**src/rtl/lsu_access_ctrl.sv**
```systemverilog
// lsu_access_ctrl: sequences core loads/stores onto a word-wide req/ack memory port,
// splitting misaligned accesses into two aligned words and extending load data.
module lsu_access_ctrl #(
    parameter int MAX_WAIT = 16
) (
    input  logic        clk,
    input  logic        reset,
    input  logic        core_req,
    input  logic        core_we,
    input  logic [2:0]  core_sel,
    input  logic [31:0] core_addr,
    input  logic [31:0] core_wdata,
    output logic        core_busy,
    output logic        core_done,
    output logic        core_err,
    output logic [31:0] core_rdata,
    output logic        mem_req,
    output logic        mem_we,
    output logic [31:0] mem_addr,
    output logic [3:0]  mem_be,
    output logic [31:0] mem_wdata,
    input  logic [31:0] mem_rdata,
    input  logic        mem_ack
);
    localparam int CW = $clog2(MAX_WAIT + 1);

    typedef enum logic [1:0] {IDLE, ACC1, ACC2, DONE} state_t;

    state_t        state, state_n;
    logic          we_q, to_q;
    logic [2:0]    sel_q;
    logic [31:0]   addr_q, wdata_q, w1;
    logic [CW-1:0] cnt;

    logic [1:0]  k;
    logic        is_b, is_h, split, sgn, in_acc, timeout, last_ack;
    logic [3:0]  mask;
    logic [7:0]  b8;
    logic [63:0] s64, pair;
    logic [31:0] base, r, ext;

    always_comb begin
        k        = addr_q[1:0];
        is_b     = sel_q == 3'd0 || sel_q == 3'd3;
        is_h     = sel_q == 3'd1 || sel_q == 3'd4;
        sgn      = sel_q == 3'd0 || sel_q == 3'd1;
        mask     = is_b ? 4'b0001 : is_h ? 4'b0011 : 4'b1111;
        split    = (is_h && k == 2'd3) || (!is_b && !is_h && k != 2'd0);
        s64      = {32'b0, wdata_q} << {k, 3'b000};
        b8       = {4'b0, mask} << k;
        base     = {addr_q[31:2], 2'b00};
        in_acc   = state == ACC1 || state == ACC2;
        // the MAX_WAIT-th request cycle is the last one; an ack there still completes
        timeout  = in_acc && !mem_ack && cnt == CW'(MAX_WAIT - 1);
        last_ack = mem_ack && (state == ACC2 || (state == ACC1 && !split));
        pair     = state == ACC2 ? {mem_rdata, w1} : {32'b0, mem_rdata};
        r        = 32'(pair >> {k, 3'b000});
        ext      = is_b ? {{24{sgn & r[7]}}, r[7:0]} : is_h ? {{16{sgn & r[15]}}, r[15:0]} : r;
        mem_req   = in_acc;
        mem_we    = in_acc && we_q;
        mem_addr  = state == ACC2 ? base + 32'd4 : in_acc ? base : 32'd0;
        mem_be    = !in_acc ? 4'b0000 : !we_q ? 4'b1111 : state == ACC2 ? b8[7:4] : b8[3:0];
        mem_wdata = !(in_acc && we_q) ? 32'd0 : state == ACC2 ? s64[63:32] : s64[31:0];
        core_busy = state != IDLE;
        core_done = state == DONE && !to_q;
        core_err  = state == DONE && to_q;
    end

    always_comb begin
        state_n = state;
        case (state)
            IDLE:    state_n = core_req ? ACC1 : IDLE;
            ACC1:    state_n = mem_ack ? (split ? ACC2 : DONE) : timeout ? DONE : ACC1;
            ACC2:    state_n = (mem_ack || timeout) ? DONE : ACC2;
            default: state_n = IDLE;
        endcase
    end

    always_ff @(posedge clk or negedge reset) begin
        if (!reset) begin
            state      <= IDLE;
            we_q       <= 1'b0;
            sel_q      <= 3'd0;
            addr_q     <= 32'd0;
            wdata_q    <= 32'd0;
            w1         <= 32'd0;
            cnt        <= '0;
            to_q       <= 1'b0;
            core_rdata <= 32'd0;
        end else begin
            state <= state_n;
            to_q  <= timeout;
            cnt   <= (state_n != state || !in_acc) ? '0 : cnt + 1'b1;
            if (state == IDLE && core_req) begin
                we_q    <= core_we;
                sel_q   <= core_sel;
                addr_q  <= core_addr;
                wdata_q <= core_wdata;
            end
            if (state == ACC1 && mem_ack)
                w1 <= mem_rdata;
            if (last_ack && !we_q)
                core_rdata <= ext;
        end
    end
endmodule

```
**config.mk**
```make
export PLATFORM = sky130hd
export DESIGN_NAME = lsu_access_ctrl
export DESIGN_NICKNAME = d
export VERILOG_FILES = /design/src/rtl/lsu_access_ctrl.sv
export SDC_FILE = /design/constraint.sdc
export NUM_CORES = 1
export LEC_CHECK = 0
export ABC_CLOCK_PERIOD_IN_PS = 2750
export CORE_MARGIN = 1
export CORE_UTILIZATION = 60
export CTS_BUF_LIST = sky130_fd_sc_hd__clkbuf_8
export DETAILED_ROUTE_END_ITERATION = 7
export DONT_BUFFER_PORTS = 1
export HOLD_SLACK_MARGIN = 0.08
export PLACE_DENSITY = 0.76
export SYNTH_ARGS = -nofsm -noshare
export SYNTH_HDL_FRONTEND = slang
export SYNTH_SLANG_ARGS = --single-unit
```
**constraint.sdc**
```tcl
create_clock -name clk -period 2.75 [get_ports clk]
set_input_delay 0.55 -clock clk [delete_from_list [all_inputs] [get_ports clk]]
set_output_delay 0.55 -clock clk [all_outputs]
set_load 0.02 [all_outputs]
```
# Word level (Yosys, flattened, before mapping)
# Index checks and enable logic that the tools add are counted.
# word_totals
regBits	140
word_cells	76
inputBits	104
out_inout_bits	105
# op_classes
reduce_logical	32
bitwise_logic	2
n_eq_ne	9
add_sub_neg	2
muxes	19
n_shift	3
# op_table
cell	n
$mux 32	6
$mux 64	1
$shl 32x5->64	1
$shr 64x5->32	1
$add 32x3->32 const B	1
$mux 4	5
$logic_and 1x1->1	13
$logic_or 1x1->1	8
$shl 4x2->8	1
$logic_not 1->1	7
$eq 2x2->1 const B	3
$pmux 2 s3	1
$add 5x1->5 const B	1
$eq 5x4->1 const B	1
$mux 5	1
$mux 2	2
$reduce_bool 2->1	2
$eq 3x1->1 const B	1
$eq 3x2->1 const B	1
$eq 3x3->1 const B	1
$logic_not 3->1	1
$mux 1	3
$and 1x1->1	2
$eq 2x1->1 const B	1
2 further kinds	2

# Depth between registers and ports, before layout
# Gate-level depths: netlist (run 1).
# depth
ltp_word	12
ltp_mapped	9

# Worst setup path after synthesis (run 1)
# OpenSTA, ideal clock, no wires.
# synth_timing
kind	register to output
from	register state[0]
to	output port mem_addr[27]
stages_incl_launch_ff	8
slack_ns	-0.079
required_time_ns	2.200
arrival_ns	2.279
n_path_buf	1
cell_sequence	dfrtp_1 -> inv_1 -> ha_1 -> nand4_4 -> nor3_4 -> nand3_2 -> buf_2 -> o41ai_1
# synth_via
elab_chain_len	4
# synth_lines
item	line	rtl
start, declared	29	state_t state, state_n;
start signal, assigned	91	state <= state_n;
$eq 2x1->1 or $eq 2x2->1 (tied branches)	52, 61	
$logic_or 1x1->1	52	in_acc = state == ACC1 || state == ACC2;
$mux 32	61	mem_addr = state == ACC2 ? base + 32'd4 : in_acc ? base : 32'd0;
$mux 32 *	61	
end, declared	19	output logic [31:0] mem_addr,
# Mark *: on every way between the ends. The rest lies on a longest branch, timed or not.

# Final worst setup path (run 1)
# layout_timing
from	register state[0]
to	output port mem_addr[22]
# Same word-level chain as after synthesis.

==> reports/qor.yml, run 1 <==
worst-path-max-fanout: 6
nets: 1021
vias_per_cell: 6.81
grt_pass1_wl_mm: 36.2
worstRegToRegCells: 11
critical_path_class: "flop to output port"
crit_path_end_kind: "output port"
cts_root_buf: "clkbuf_8"
slew_viol_final: 0
final_cell_count_no_fill: 1103
fp.dieH_um: 121
timing.hold.ws_ns: -0.215
synth_area_um2: 8530
dr.pass1.iters: 5
initial_core_util_pct: 61.4
synth_fa_ha_area_share_pct: 1.03
n_antenna_cell: 0
drc: 0
dpl.hpwl_mm: 16.3
synth_simple_gate_area_share_pct: 12.0
finalInstanceArea_um2: 10500
pin_count: 209
cp-start-kind: "flop"
cts_tree: "done"
synth-compound-area-share_pct: 15.4
antenna_left: 0
dp_cells: 1038
hold_viol_final: 140
synthXorXnorAreaFrac_pct: 0.513
rsz0062_at_grt: "yes"
violations: "negative hold slack, negative setup slack"
maxCapViolations: 0
grt_pass1_vias: 6818
status: "complete, but fails checks"
cts.path.max_buffers: 2
worstHoldPathType: "input pin to asynchronous set/reset pin"
clk_pin_slew_ns: 0.08
synth-seq-cells: 140
synth_top_family_by_area: "multiplexers"
grt_max_degree: 141
wirelength_mm: 26.6
io_buffers: 0
antenna_found_initial: 1
synth.mux.area_fraction_pct: 25.8
numClockSinks: 140
cts_buffers: 17
wl_per_cell_um: 24.1
synthCells: 827
fin_ws_ns: -0.268
rows: 43
fillCellCount: 882
min_period_ns: 3.02
postPlaceCellArea_um2: 9160
gp_congestion: 0.895
via_count: 7516
yosysWarnings: 0
setup_viol: 41
core_um2: 13900
yosysTopAreaCellShare_pct: 41.1
yosys-top-cells-area: "dfrtp_1 41%, mux2_2 17%, mux2i_1 7.0%, nor2_1 3.4%, nand2_1 2.8%"
crit_required_ns: 2.20
area_delta_synth_final_pct: 22.5
syn_area_per_cell_um2: 10.3
finalCritPeriodShare_pct: 110
p_leak_nw: 4.45
clkLatencyLatePin_ns: 0.46
die-area_um2: 14700
synth_cell_types: 59
vdd_drop_max_uv: 811
finalClockSkew_ns: 0.0135
grt_remaining_overflow: 0
synth_async_sr_flop_share_pct: 100
max_freq_ghz: 0.331
power_density_nw_per_um2: 1520
ys.flop_type: "dfrtp_1"
ys_seq_area_share_pct: 41.1
gr-usage-all-layers_pct: 32.2
fp.dieW_um: 121
synth_area_leader_cell: "dfrtp_1"
drt-initial-drc-count: 798
h-tree-depth: 4
worstPathArrival_ns: 2.47
synth_edf_count: 0
drive_gt1_share_pct: 40.3
==> cells in the mapped netlist, drive strengths merged (4+ instances only) <==
cell type  number
mux2          128
o31ai           9
dfrtp         140
a21oi          20
nor3           10
o22ai           9
clkbuf         14
o211ai         10
a211oi         25
inv            12
nand4           8
nand2          64
o22a           14
nor2           78
a2bb2oi         8
a31oi          21
a21o            4
o21ai          38
buf            44
ha              7
mux2i          60
and2           19
a22oi          15
mux4            7
nand3          15
o21a            7
nor2b          11
==> flip-flops by register name (all words and copies together), names as in the netlist <==
signal and flops:
addr_q 32, core_rdata 32, w1 32, wdata_q 32, cnt 5, sel_q 3
state 2, to_q 1, we_q 1
==> cells by family after synthesis <==
| group | after synthesis |
|---|---|
| compound gates | 191 |
| xor+xnor | 5 |
| fa+ha+maj | 7 |
| buf+inv | 71 |
| flops | 140 |
| mux | 195 |
| other cells | 1 |
| simple gates | 217 |
==> final timing paths <==
check	startpoint	end	slack [ns]
max in group asynchronous	reset	addr_q[0]	2.77
max reg2reg	state[0]	core_rdata[29]	0.07
min	reset	core_rdata[16]	-0.22
min in group clk	mem_ack	to_q	0.15
max	state[0]	mem_addr[22]	-0.27
min reg2reg	cnt[0]	cnt[0]	0.48
==> placed cells by master, fill, tap and decap left out, types with 8 or more instances in the layout <==
master / count
nand2_1: 49
o21ai_0: 22
a21oi_1: 19
and2_1: 11
o31ai_1: 8
buf_4: 90
nor2_1: 75
buf_6: 16
dfrtp_1: 135
mux2_2: 125
nand2_2: 12
nor2b_1: 11
o21ai_1: 8
a31oi_1: 21
nand3_1: 10
inv_1: 10
a211oi_1: 18
o22a_1: 14
o211ai_1: 10
clkbuf_8: 22
a22oi_1: 14
o22ai_1: 9
mux2i_1: 60
==> critical path, stage by stage (launching register included) <==
cell and delay, ns:
dfrtp_1 0.40, inv_2 0.08, ha_4 0.17, nand4_4 0.13, nor3_4 0.28, nand3_2 0.16
buf_6 0.18, nor3_4 0.12, mux2i_1 0.28, buf_4 0.20
==> through the flow <==
step | hold slack, ns | TNS [ns] | setup slack, ns | total power [mW] | util [%]
2_1_floorplan | 0.254 | 0 | 0.0323 | 9.84 | -
4_1_cts | -0.229 | -0.118 | -0.0509 | 14.5 | 71.3
3_3_place_gp | 0.259 | 0 | 0.222 | 11.8 | 66.0
3_5_place_dp | 0.259 | 0 | 0.0650 | 12.1 | 66.0
6_report | -0.215 | -3.28 | -0.268 | 15.8 | 75.3
5_1_grt | -0.238 | -6.50 | -0.317 | 16.5 | 75.3
==> area by class of cell <==
| type | count | area [um2] | area share (%) |
|---|---|---|---|
| inverter | 13 | 52.6 | 0.503 |
| multi-input combinational | 617 | 5020 | 48.1 |
| timing repair buffer | 121 | 1170 | 11.2 |
| sequential | 140 | 3510 | 33.6 |
| tap | 180 | 225 | 2.16 |
| clock inverter | 10 | 160 | 1.53 |
| clock buffer | 22 | 303 | 2.90 |
==> power by group <==
part           internal (mW)  switching [mW]  total (mW)  leakage, nW
registers               3.10            1.50        4.61         1.65
logic                   4.35            4.98        9.32         2.57
clock network           1.11           0.807        1.92        0.235
==> what timing repair did <==
item                                   CTS  global route
pin swaps                                4            35
cloned                                   1             5
endpoints found under the hold margin  140           140
gates resized for setup                 42            91
setup endpoints to repair               66            68
setup buffers                            8            19
==> layer usage <==
metal,part of all wire [%],GRT usage (%)
met4,3.5,10.6
met3,9.9,9.30
met1,38,41.1
met5,0.045,0
met2,48,52.5
No activity file was read; power rests on OpenSTA's default activity.
==> inputs of run 2 (changes only) <==
--- a/config.mk
+++ b/config.mk
@@ -6,13 +6,14 @@
 export NUM_CORES = 1
 export LEC_CHECK = 0
 export ABC_CLOCK_PERIOD_IN_PS = 2750
-export CORE_MARGIN = 1
 export CORE_UTILIZATION = 60
 export CTS_BUF_LIST = sky130_fd_sc_hd__clkbuf_8
 export DETAILED_ROUTE_END_ITERATION = 7
 export DONT_BUFFER_PORTS = 1
 export HOLD_SLACK_MARGIN = 0.08
+export MAX_ROUTING_LAYER = met4
 export PLACE_DENSITY = 0.76
+export SKIP_LAST_GASP = 1
 export SYNTH_ARGS = -nofsm -noshare
 export SYNTH_HDL_FRONTEND = slang
 export SYNTH_SLANG_ARGS = --single-unit
==> reports/qor.yml, run 2 (synthesis gave the netlist of run 1 again) <==
fp.dieW_um: 121
p_leak_nw: 4.24
rsz0062_at_grt: "yes"
timing.hold.ws_ns: -0.223
vdd_drop_max_uv: 757
clkLatencyLatePin_ns: 0.46
drt-initial-drc-count: 778
wl_per_cell_um: 22.7
final_cell_count_no_fill: 1090
tns_ns: -1.28
power_density_nw_per_um2: 1480
final_common_cell: "dfrtp_1"
maxCapViolations: 0
utilization_pct: 72.2
area_delta_synth_final_pct: 17.5
dp_cells: 1037
pin_count: 209
drc: 0
finalCritPeriodShare_pct: 104
setup_viol: 26
pre_cts_slack_ns: 0.133
cts_tree: "done"
core_um2: 13900
crit_top_cell: "buf_4"
fin_ws_ns: -0.123
gr-usage-all-layers_pct: 34.5
wirelength_mm: 24.7
h-tree-depth: 4
min_period_ns: 2.87
initial_core_util_pct: 61.4
seq_area_um2: 3510
slew_viol_final: 0
multi_input_area_um2: 4870
cpPeakStageDelay_ns: 0.41
p_total_mw: 14.8
gp_congestion: 0.932
status: "complete, but fails checks"
die-area_um2: 14700
cts.path.max_buffers: 2
numClockSinks: 140
worst-path-max-fanout: 5
max_freq_ghz: 0.348
via_count: 7214
dr.pass1.iters: 5
antenna_found_initial: 2
crit_required_ns: 2.20
grt_pass1_vias: 7007
dpl.hpwl_mm: 16.7
vias_per_cell: 6.62
cts_buffers: 17
grt_max_degree: 141
worstHoldPathType: "input pin to asynchronous set/reset pin"
grt_pass1_wl_mm: 37.4
fp.dieH_um: 121
slowest_stage: "dfrtp_1"
critical_path_class: "flop to output port"
postPlaceCellArea_um2: 9150
io_buffers: 0
cp-start-kind: "flop"
finalInstanceArea_um2: 10000
final_cell_mix: "136 x dfrtp_1, 125 x mux2_2, 91 x buf_4, 76 x nor2_1"
rows: 43
crit_chain: "inv_2, ha_4, nand4_4, nor3_4, nand3_2, buf_4, buf_6, o211ai_1, o31ai_1, buf_4"
fillCellCount: 960
finalClockSkew_ns: 0.0107
nets: 1006
violations: "negative hold slack, negative setup slack"
grt_remaining_overflow: 0
hold_viol_final: 140
crit_path_end_kind: "output port"
worstPathArrival_ns: 2.32
antenna_left: 0
cts_root_buf: "clkbuf_8"
worstRegToRegCells: 7
drive_gt1_share_pct: 35.0
clk_pin_slew_ns: 0.08
[run 2: per-layer routing]
layer	GRT usage, %	wire, um	vias up	share of wire (%)
li1	-	-	3182	-
met1	43.5	9620	3560	39
met2	51.4	11700	398	47
met3	10.2	2540	74	10
met4	15.4	860	0	3.5
met5	-	0	-	0
[run 2: timing repair]
item | 4_1_cts | 5_1_grt
cloned | 0 | 1
setup buffers | 8 | 10
setup endpoints to repair | 65 | 65
pin swaps | 5 | 3
resized for setup | 27 | 39
endpoints found under the hold margin | 140 | 140
[run 2: worst paths after layout]
kind / from / slack (ns) / to
worst max-delay path: state[0] / -0.12 / mem_addr[18]
worst min-delay path: reset / -0.22 / core_rdata[15]
worst max register to register: addr_q[0] / 0.26 / core_rdata[25]
worst min register to register: cnt[0] / 0.48 / cnt[0]
max in group asynchronous: reset / 2.66 / core_rdata[12]
min in group clk: mem_ack / 0.14 / to_q
[run 2: cell type report]
cell class	count	area share [%]
multi-input combinational	617	48.7
inverter	13	0.524
clock inverter	12	1.70
timing repair buffer	106	9.02
sequential	140	35.1
antenna	2	0.0500
clock buffer	20	2.75
tap	180	2.25
[run 2: critical path: cells and delay by family, from the launching register on]
family / cells / cell delay [ns]
adder cells (fa/ha/maj): 1 / 0.17
AO/OA/AOI/OAI: 2 / 0.27
AND/OR/NAND/NOR: 3 / 0.45
buffers and inverters: 4 / 0.56
flip-flops: 1 / 0.41
[run 2: power breakdown]
group / internal [mW] / switching (mW)
combinational: 3.84 / 4.57
clock: 1.05 / 0.818
sequential: 3.10 / 1.45
total: 8.00 / 6.84
==> inputs of run 3 (changes only) <==
--- a/config.mk
+++ b/config.mk
@@ -5,15 +5,16 @@
 export SDC_FILE = /design/constraint.sdc
 export NUM_CORES = 1
 export LEC_CHECK = 0
-export ABC_CLOCK_PERIOD_IN_PS = 2750
+export ABC_CLOCK_PERIOD_IN_PS = 2500
 export CORE_UTILIZATION = 60
 export CTS_BUF_LIST = sky130_fd_sc_hd__clkbuf_8
 export DETAILED_ROUTE_END_ITERATION = 7
 export DONT_BUFFER_PORTS = 1
 export HOLD_SLACK_MARGIN = 0.08
 export MAX_ROUTING_LAYER = met4
-export PLACE_DENSITY = 0.76
+export PLACE_DENSITY = 0.79
 export SKIP_LAST_GASP = 1
 export SYNTH_ARGS = -nofsm -noshare
 export SYNTH_HDL_FRONTEND = slang
 export SYNTH_SLANG_ARGS = --single-unit
+export TNS_END_PERCENT = 5
==> constraint.sdc (replaced) <==
create_clock -name clk -period 2.5 [get_ports clk]
set_input_delay 0.5 -clock clk [delete_from_list [all_inputs] [get_ports clk]]
set_output_delay 0.5 -clock clk [all_outputs]
set_load 0.02 [all_outputs]
==> reports/qor.yml, run 3 (synthesis gave the netlist of run 1 again) <==
numClockSinks: 140
fin_ws_ns: -0.317
vias_per_cell: 6.66
h-tree-depth: 4
cts_buffers: 17
status: "complete, but fails checks"
worstHoldPathType: "input pin to asynchronous set/reset pin"
drt-initial-drc-count: 987
finalClockSkew_ns: 0.0196
n_antenna_cell: 0
dr.pass1.iters: 8
dpl.hpwl_mm: 16.9
fp.dieH_um: 121
finalInstanceArea_um2: 10000
antenna_left: 0
area_delta_synth_final_pct: 17.3
worstPathArrival_ns: 2.32
cp-start-kind: "flop"
min_period_ns: 2.82
postPlaceCellArea_um2: 9280
clkLatencyLatePin_ns: 0.46
grt_pass1_wl_mm: 38.6
timing.hold.ws_ns: -0.267
fp.dieW_um: 121
max_freq_ghz: 0.355
gp_congestion: 0.941
clk_pin_slew_ns: 0.08
grt_remaining_overflow: 0
tightest_slew_ns: 0.625
initial_core_util_pct: 61.4
nets: 1013
final_cell_mix: "138 x dfrtp_1, 126 x mux2_2, 99 x buf_4, 77 x nor2_1, 61 x nand2_1"
worst-path-max-fanout: 5
pin_count: 209
vdd_drop_max_uv: 793
rsz0062_at_grt: "yes"
finalCritPeriodShare_pct: 113
critical_path_class: "flop to output port"
rows: 43
maxCapViolations: 0
utilization_pct: 72.0
tns_ns: -11.88
drc: 1
grt_max_degree: 141
max_slew_margin_pct: 57.9
gr-usage-all-layers_pct: 35.5
setup_viol: 66
grt_pass1_vias: 7204
worstRegToRegCells: 9
die-area_um2: 14700
reg2reg_slack_ns: 0.01
core_um2: 13900
via_count: 7297
cts_root_buf: "clkbuf_8"
power_density_nw_per_um2: 1640
cts.path.max_buffers: 2
antenna_found_initial: 0
fillCellCount: 943
io_buffers: 0
wirelength_mm: 25.0
worst_r2r_endpoint: "cnt[0]"
drive_gt1_share_pct: 33.4
cts_tree: "done"
crit_path_end_kind: "output port"
p_total_mw: 16.4
violations: "design-rule violations, negative hold slack, negative setup slack"
r2r_start: "state[1]"
hold_viol_final: 140
crit_required_ns: 2.00
final_common_cell: "dfrtp_1"
slew_viol_final: 0
p_leak_nw: 4.29
wl_per_cell_um: 22.8
run 3: cell types whose count changed in the layout (fill, tap and decap cells not counted), sizes merged:
cell and change:
clkinvlp -2, bufinv -1, buf +5, clkbuf +1
clkinv -1, bufbuf +2, inv +3, diode -2
run 3: through the flow:
stage / cells / setup WS, ns
4_1_cts: 1092 / -0.206
6_report: 1095 / -0.317
3_3_place_gp: 1046 / 0.0874
2_1_floorplan: 828 / -0.168
5_1_grt: 1095 / -0.411
3_5_place_dp: 1046 / 0.0516
run 3: how the worst max path moves through the flow:
| stage | start | endpoint | slack (ns) | cells after the start |
|---|---|---|---|---|
| after floorplan | state[0] | mem_wdata[24] | -0.17 | 8 |
| after global placement | state[0] | mem_addr[31] | 0.09 | 8 |
| after detailed placement | state[0] | core_rdata[13] | 0.05 | 11 |
| after CTS | state[1] | mem_addr[30] | -0.21 | 8 |
| after global routing | state[0] | mem_addr[18] | -0.41 | 9 |
| final | state[0] | mem_addr[22] | -0.32 | 9 |
run 3: power by group:
| part | internal (mW) | total, mW | leakage, nW | switching (mW) |
|---|---|---|---|---|
| Clock | 1.07 | 1.93 | 0.232 | 0.859 |
| Sequential | 3.41 | 4.95 | 1.65 | 1.55 |
| Combinational | 4.40 | 9.48 | 2.41 | 5.07 |
| Total | 8.88 | 16.4 | 4.29 | 7.48 |
run 3: area by class of cell:
cell class                      instances  area [um2]  area share (%)
Inverter                               13        53.8           0.538
Timing Repair Buffer                  113        1010            10.1
Multi-Input combinational cell        617        4790            47.9
Tap cell                              180         225            2.25
Clock inverter                         11         128            1.28
Clock buffer                           21         289            2.89
Sequential cell                       140        3510            35.1
run 3: layer usage:
layer,routed length [um],share of wire [%],up-vias,global-route usage (%)
met1,9720,39,3629,44.5
met2,12200,49,400,55.6
met4,786,3.1,0,12.4
li1,-,-,3192,-
met5,0,0,-,-
met3,2280,9.1,76,9.45
run 3: what timing repair did:
action | in CTS | in global routing
buffers inserted | 12 | 3
pin swaps | 5 | 3
resized for setup | 28 | 1
endpoints found under the setup margin | 66 | 67
hold endpoints to repair | 140 | 140
gates cloned | 2 | 0
run 3: critical path, cell delays in order (launching register included):
cell	delay, ns
dfrtp_1	0.40
inv_2	0.09
ha_4	0.16
nand4_4	0.12
nor3_4	0.25
nand3_4	0.14
buf_4	0.17
nor3_2	0.15
mux2i_1	0.22
buf_4	0.16
